--- src/rtl/vcve2_obi_mem_arbiter.sv ---
// vcve2_obi_mem_arbiter
//
// Shares one OBI memory port between the core instruction and data
// interfaces. Arbitration is round-robin between the two requesters. Once a
// request has been presented to memory without a grant, the selection is
// locked until memory grants it, because OBI does not allow a request to be
// withdrawn. Memory answers in order, so a small FIFO of requester IDs (one
// entry per granted transaction) routes each response back to its owner.
//
// Ports
//   clk_i, rst_i                    clock, synchronous active-high reset
//   instr_req_i/instr_addr_i        instruction request
//   instr_gnt_o/instr_rvalid_o/instr_rdata_o/instr_err_o   instruction grant/response
//   data_req_i/we/be/addr/wdata     data request
//   data_gnt_o/data_rvalid_o/data_rdata_o/data_err_o       data grant/response
//   mem_req_o/we/be/addr/wdata      shared memory request
//   mem_gnt_i/mem_rvalid_i/mem_rdata_i/mem_err_i           shared memory grant/response
//   outstanding_o                   number of granted-but-unanswered transactions
//   busy_o                          transactions in flight or a request held

module vcve2_obi_mem_arbiter #(
    parameter int unsigned MaxOutstanding = 2,
    localparam int unsigned CntW = $clog2(MaxOutstanding + 1)
) (
    input  logic            clk_i,
    input  logic            rst_i,

    input  logic            instr_req_i,
    input  logic [31:0]     instr_addr_i,
    output logic            instr_gnt_o,
    output logic            instr_rvalid_o,
    output logic [31:0]     instr_rdata_o,
    output logic            instr_err_o,

    input  logic            data_req_i,
    input  logic            data_we_i,
    input  logic [3:0]      data_be_i,
    input  logic [31:0]     data_addr_i,
    input  logic [31:0]     data_wdata_i,
    output logic            data_gnt_o,
    output logic            data_rvalid_o,
    output logic [31:0]     data_rdata_o,
    output logic            data_err_o,

    output logic            mem_req_o,
    output logic            mem_we_o,
    output logic [3:0]      mem_be_o,
    output logic [31:0]     mem_addr_o,
    output logic [31:0]     mem_wdata_o,
    input  logic            mem_gnt_i,
    input  logic            mem_rvalid_i,
    input  logic [31:0]     mem_rdata_i,
    input  logic            mem_err_i,

    output logic [CntW-1:0] outstanding_o,
    output logic            busy_o
);

    localparam int unsigned PtrW = (MaxOutstanding > 1) ? $clog2(MaxOutstanding) : 1;

    typedef enum logic {
        ARB  = 1'b0,
        HOLD = 1'b1
    } state_e;

    state_e                    state_q;
    logic                      hold_id_q;   // 0 = instr, 1 = data
    logic                      last_q;      // id of the most recent grant
    logic [CntW-1:0]           count_q;
    logic [PtrW-1:0]           wr_ptr_q;
    logic [PtrW-1:0]           rd_ptr_q;
    logic                      id_fifo_q [MaxOutstanding];

    logic                      fifo_full;
    logic                      sel_arb;
    logic                      sel;
    logic                      push;
    logic                      pop;
    logic                      head_id;
    logic [MaxOutstanding-1:0] entry_we;

    function automatic logic [PtrW-1:0] next_ptr(input logic [PtrW-1:0] ptr);
        return (ptr == PtrW'(MaxOutstanding - 1)) ? '0 : ptr + 1'b1;
    endfunction

    // Full is judged on the registered count, so a pop in the same cycle
    // does not free a slot until the following cycle.
    assign fifo_full = (count_q >= CntW'(MaxOutstanding));

    // Tie goes to whoever was not granted last; a lone requester always wins.
    assign sel_arb = (instr_req_i & data_req_i) ? ~last_q : data_req_i;
    assign sel     = (state_q == HOLD) ? hold_id_q : sel_arb;

    // A held request is never retracted, even if the ID FIFO is full; this
    // cannot overflow because HOLD is only entered from a non-full ARB cycle.
    always_comb begin
        mem_req_o = 1'b0;
        if (!rst_i) begin
            if (state_q == HOLD) begin
                mem_req_o = 1'b1;
            end else begin
                mem_req_o = (instr_req_i | data_req_i) & ~fifo_full;
            end
        end
    end

    assign push        = mem_req_o & mem_gnt_i;
    assign instr_gnt_o = push & ~sel;
    assign data_gnt_o  = push & sel;

    assign mem_addr_o  = sel ? data_addr_i  : instr_addr_i;
    assign mem_we_o    = sel & data_we_i;
    assign mem_be_o    = sel ? data_be_i    : 4'hF;
    assign mem_wdata_o = sel ? data_wdata_i : 32'h0;

    // Responses with nothing outstanding are dropped.
    assign pop     = ~rst_i & mem_rvalid_i & (count_q != '0);
    assign head_id = id_fifo_q[rd_ptr_q];

    assign instr_rvalid_o = pop & ~head_id;
    assign data_rvalid_o  = pop & head_id;
    assign instr_rdata_o  = mem_rdata_i;
    assign data_rdata_o   = mem_rdata_i;
    assign instr_err_o    = mem_err_i;
    assign data_err_o     = mem_err_i;

    assign outstanding_o = count_q;
    assign busy_o        = (count_q != '0) || (state_q == HOLD);

    // ID storage: one write enable per entry, selected by the write pointer.
    for (genvar gi = 0; gi < MaxOutstanding; gi++) begin : g_entry_we
        assign entry_we[gi] = push && (wr_ptr_q == PtrW'(gi));
    end

    always_ff @(posedge clk_i) begin
        for (int i = 0; i < MaxOutstanding; i++) begin
            if (entry_we[i]) begin
                id_fifo_q[i] <= sel;
            end
        end
    end

    always_ff @(posedge clk_i) begin
        if (rst_i) begin
            state_q   <= ARB;
            hold_id_q <= 1'b0;
            last_q    <= 1'b1;
            count_q   <= '0;
            wr_ptr_q  <= '0;
            rd_ptr_q  <= '0;
        end else begin
            case (state_q)
                ARB: begin
                    if (mem_req_o && !mem_gnt_i) begin
                        state_q   <= HOLD;
                        hold_id_q <= sel_arb;
                    end
                end
                HOLD: begin
                    if (mem_gnt_i) begin
                        state_q <= ARB;
                    end
                end
                default: state_q <= ARB;
            endcase

            if (push) begin
                wr_ptr_q <= next_ptr(wr_ptr_q);
                last_q   <= sel;
            end
            if (pop) begin
                rd_ptr_q <= next_ptr(rd_ptr_q);
            end
            if (push && !pop) begin
                count_q <= count_q + 1'b1;
            end else if (pop && !push) begin
                count_q <= count_q - 1'b1;
            end
        end
    end

endmodule

--- config.mk ---
export PLATFORM = sky130hd
export DESIGN_NAME = vcve2_obi_mem_arbiter
export DESIGN_NICKNAME = d
export VERILOG_FILES = /design/src/rtl/vcve2_obi_mem_arbiter.sv
export SDC_FILE = /design/constraint.sdc
export NUM_CORES = 1
export LEC_CHECK = 0
export ABC_AREA = 1
export BUFFER_PORTS_ARGS = -buffer_cell sky130_fd_sc_hd__buf_2
export CELL_PAD_IN_SITES_DETAIL_PLACEMENT = 1
export CELL_PAD_IN_SITES_GLOBAL_PLACEMENT = 2
export CORE_MARGIN = 10
export CORE_UTILIZATION = 11
export DETAILED_ROUTE_END_ITERATION = 8
export HOLD_SLACK_MARGIN = 0.02
export PLACE_DENSITY = 0.88
export SLEW_MARGIN = 20
export SYNTH_ARGS = -nofsm -noshare
export SYNTH_HDL_FRONTEND = slang
export SYNTH_SLANG_ARGS = --single-unit
--- constraint.sdc ---
create_clock -name clk_i -period 3.7 [get_ports clk_i]
set_input_delay 0.37 -clock clk_i [delete_from_list [all_inputs] [get_ports clk_i]]
set_output_delay 0.37 -clock clk_i [all_outputs]
set_load 0.02 [all_outputs]
# After elaboration in Yosys (flattened, before gate mapping)

Memory sizes are Yosys's and may differ from the RTL's. A register that Yosys moved wholly into a read port is not among the register bits.
Index checks and enable logic that the tools add are counted.
Widths: inputs -> output; s select.

Bitwise gates (word level): 18
Add/sub/neg operators: 4
Reduce and logical (&&, ||, !) cells: 13
$mul: 0
Order comparisons: 1
Equal/unequal tests: 0
Divide/modulo/power cells: 0
Mux-type cells: 23
Shifts and indexed selects: 0

Operator list:

| operator            | count |
|---|---|
| $mux 32             | 2 |
| $mux 1              | 17 |
| $and 1x1->1         | 10 |
| $not 1->1           | 7 |
| $logic_and 1x1->1   | 5 |
| $mux 2              | 2 |
| $mux 4              | 1 |
| $reduce_bool 2->1   | 2 |
| $logic_not 1->1     | 3 |
| $add 1x1->1 const B | 2 |
| $add 2x1->2 const B | 1 |
| $ge 2x2->1 const B  | 1 |
| $pmux 1 s2          | 1 |
| $reduce_and 2->1    | 1 |
| $sub 2x1->2 const B | 1 |
| $logic_or 1x1->1    | 1 |
| $or 1x1->1          | 1 |
| $reduce_or 1->1     | 1 |

Bits in read-only memories: 0
RAM bits: 2
Register bits: 7
Bits in latches: 0
Memories: 1
Input port bits: 140

Memories:

| name      | words | bits a word | read ports | clocked after Yosys merged registers in | wr ports | RTL line | source |
|---|---|---|---|---|---|---|---|
| id_fifo_q | 2     | 1           | 1          | 1                                       | 1        | 72       | `logic id_fifo_q [MaxOutstanding];` |

# Longest topological paths before layout

Depth in word-level cells: 11
Gate-level depth with buffers: 10

# Worst setup path after synthesis

OpenSTA, ideal clock, no wires.

Path type: in2out
Start: in data_req_i
End: out mem_wdata_o[10]
Stages on the path: 6
Arrival time: 1.207 ns
Path buffers: 1
Path slack: 2.123 ns
Cell sequence: a21boi_2 nand2_1 nand2_4 inv_2 buf_2 nor2_1

Word-level cells in the longest chain between the ends: 4

RTL lines:

| element         | RTL line | source |
|---|---|---|
| start, declared | 35       | `input logic data_req_i,` |
| $and 1x1->1     | 91       | `assign sel_arb = (instr_req_i & data_req_i) ? ~last_q : data_req_i;` |
| $mux 1 *        | 91       |  |
| $mux 1 *        | 92       | `assign sel = (state_q == HOLD) ? hold_id_q : sel_arb;` |
| $mux 32 *       | 114      | `assign mem_wdata_o = sel ? data_wdata_i : 32'h0;` |
| end, declared   | 49       | `output logic [31:0] mem_wdata_o,` |

Every way passes the cells marked *; elsewhere a longest branch is shown, timed or not.

# Final worst setup path

Start: reg state_q
End: out mem_addr_o[31]

Word-level cells in the longest chain between the ends: 2

RTL lines:

| element                | RTL line | source |
|---|---|---|
| start, declared        | 66       | `state_e state_q;` |
| start signal, assigned | 145      | `state_q <= ARB;` |
| start signal, assigned | 155      | `state_q <= HOLD;` |
| start signal, assigned | 161      | `state_q <= ARB;` |
| $mux 1                 | 92       |  |
| $mux 32                | 111      | `assign mem_addr_o = sel ? data_addr_i : instr_addr_i;` |
| end, declared          | 48       | `output logic [31:0] mem_addr_o,` |

Every way passes these cells.

==> results.ini <==
[grt]
overflow_after_grt = 0
total_global_routing_track_utilization = 0.0651
grt_antenna_before_repair = 0
grt_max_degree = 55
first_global_vias = 2277
grt_first_pass_wirelength_mm = 11.7

[status]
run_status = finished, final reports clean

[timing]
drv_slew = 0
report.final.hold_viol_count = 0
min_period_ns = 2.12
remaining_max_slew_budget_at_the_tightest_pin = 0.741
grt_setup_unrepaired = no
fin_tns_setup_ns = 0
fmax_ghz = 0.473
finalSetupViolCount = 0
skew_ns = 0.00303
tcrit_tclk_final = 0.572
tightest_slew_ns = 0.388

[finish]
finish.net_count = 566
layout-area-overhead-vs-synth_pct = 41.5
number_of_antenna_diodes = 0
layout.cells.most_common_list = buf_2 (183), nand2_1 (109), inv_1 (47)
final_layout_size_suffix_gt1_frac = 0.476
final_common_cell = buf_2
final_cells = 640

[synth]
average_size_of_a_mapped_cell_um2 = 5.66
synth-edff-count = 2
synth_sequential_area_ratio = 0.125
postSynth.asyncResetShare = 0
syn_nets = 452
syn_inst = 311
synth_largest_area_cell = buf_4
synth_top_flop_cell = dfxtp_1
yosysWarnings = 0
most_area_consuming_cells_after_synthesis = buf_4 (28%), nand2_1 (23%), inv_1 (10%)
yosys_register_bits = 10
netlist_area_um2 = 1760
netlist-cell-type-count = 23
yosys.area.top_type_share = 0.281

[pwr]
vdd_ir_drop_max_v = 0.000143
power.density_cell_area_nw_per_um2 = 285
leak_pwr_nw = 1.62

[hold_path]
worst_hold_path_type = primary input to flop

[drt]
first_pass_iters = 4
route.final.wire_length_mm = 7.62
route.detailed.drc = 0
avgRoutedWirePerCell_um = 11.9
detailedRoute.firstIterationViolations = 50
via_per_inst = 3.25
vias = 2077
final_antenna_net_count = 0

[floorplan]
die_area_um2 = 21500
die_w_um = 147
top_level_ports = 283
start_util = 0.112
rows = 46
core_area_um2 = 15800
die_h_um = 147

[worst_setup_path]
crit_family = buffers and inverters
crit_chain = inv_1 > nand2_1 > nand2_4 > inv_2 > buf_12 > nand2_1 > nand2_1 > buf_2
crit_path_frequent_cell = nand2_1
critPathKind = flop to output port
timing.critical_path.slowest_stage_cell = dfxtp_1
worst_ep_arrival_time_ns = 1.75
timing.reg2reg.setup_slack_ns = 2.03
worst-path-buf-inv = 4
cp_slowest_stage_delay_ns = 0.32
cp-start-kind = flop
timing.critical_path.fanout_max = 54
setup.worst_path.end_class = output port
worstPathRequired_ns = 3.33

[placement]
place_hpwl_mm = 6.77
place.gp.congestion = 0.705
io_buffer_count = 183
place.detailed.instances = 636

[clock_tree]
cts_sinks = 10
clk_latency_ns = 0.24
post_cts.resized_instances = 0
clock_tree_from_tritoncts = done
path_clk_slew_ns = 0.04
clk_path_buf_depth = 2
number_of_buffers_inserted_during_clock_tree_synthesis = 3
postCtsSetupBuffers = 0
cts_max_level = 1
root_buffer_cell = clkbuf_16
ctsHoldBuffers = 0

[run]
cap_viol_max_count = 0

==> cell families after synthesis <==
family | synth area share
AO/OA/AOI/OAI | 0.0220
XOR/XNOR | 0.00994
adder cells (fa/ha/maj) | 0.00710
buffers and inverters | 0.423
flip-flops | 0.125
AND/OR/NAND/NOR | 0.413
==> cell type report <==
| type | count | area (um^2) |
|---|---|---|
| Clock buffer | 3 | 75.1 |
| Clock inverter | 1 | 3.75 |
| Fill cell | 2083 | 13300 |
| Inverter | 49 | 184 |
| Multi-Input combinational cell | 176 | 796 |
| Sequential cell | 10 | 220 |
| Tap cell | 216 | 270 |
| Timing Repair Buffer | 185 | 943 |
==> worst reg2reg max path, stage by stage (launching register included) <==
cell and delay, ns:
dfxtp_1 0.34, o21ai_1 0.25, nand3_1 0.25, inv_2 0.11, ha_1 0.25, nor2_1 0.11
nand2_1 0.07, o21ai_0 0.14, a21oi_1 0.05
==> worst paths after layout <==
path	startpoint	endpoint	cells past startpoint
worst min-delay path	mem_gnt_i	state_q	2
worst max register to register	outstanding_o[1]	outstanding_o[1]	8
worst max-delay path	state_q	mem_addr_o[31]	8
worst min register to register	last_q	last_q	2
==> cells in the mapped netlist (2+ instances only) <==
master	instances
inv_2	2
edfxtp_1	2
nand4_1	2
buf_2	8
nor2_4	10
nand3_1	2
inv_1	47
nor2_1	39
or2_1	4
nand2_1	109
o21ai_0	2
dfxtp_1	8
buf_4	66
==> through the flow <==
step	hold WS (ns)	util	instance area (um^2)	power, mW	setup WS (ns)
after floorplan	0.442	-	1760	0.471	2.12
after global placement	0.483	0.153	2410	0.523	1.60
after detailed placement	0.485	0.153	2410	0.528	1.56
after CTS	0.350	0.158	2490	0.725	1.53
after global routing	0.367	0.158	2490	0.766	1.44
final	0.354	0.158	2490	0.710	1.58
==> sequential cells by signal, indices dropped and copies added, names as in the netlist, named ones only <==
signal         count
hold_id_q          1
id_fifo_q          2
last_q             1
outstanding_o      2
rd_ptr_q           1
state_q            1
wr_ptr_q           1
==> routing by layer <==
layer	vias to the layer above	track usage	routed length, um
met2	134	0.113	3590
met5	-	0	0
met4	0	0.0290	220
met1	860	0.0641	2880
met3	32	0.0324	931
li1	1051	-	-
==> power by group <==
part | internal [mW] | leakage (nW) | switching, mW
Clock | 0.142 | 0.0385 | 0.0519
Combinational | 0.139 | 1.49 | 0.244
Sequential | 0.125 | 0.0844 | 0.00867
Total | 0.405 | 1.62 | 0.305
Power figures use the tool's default switching activity.
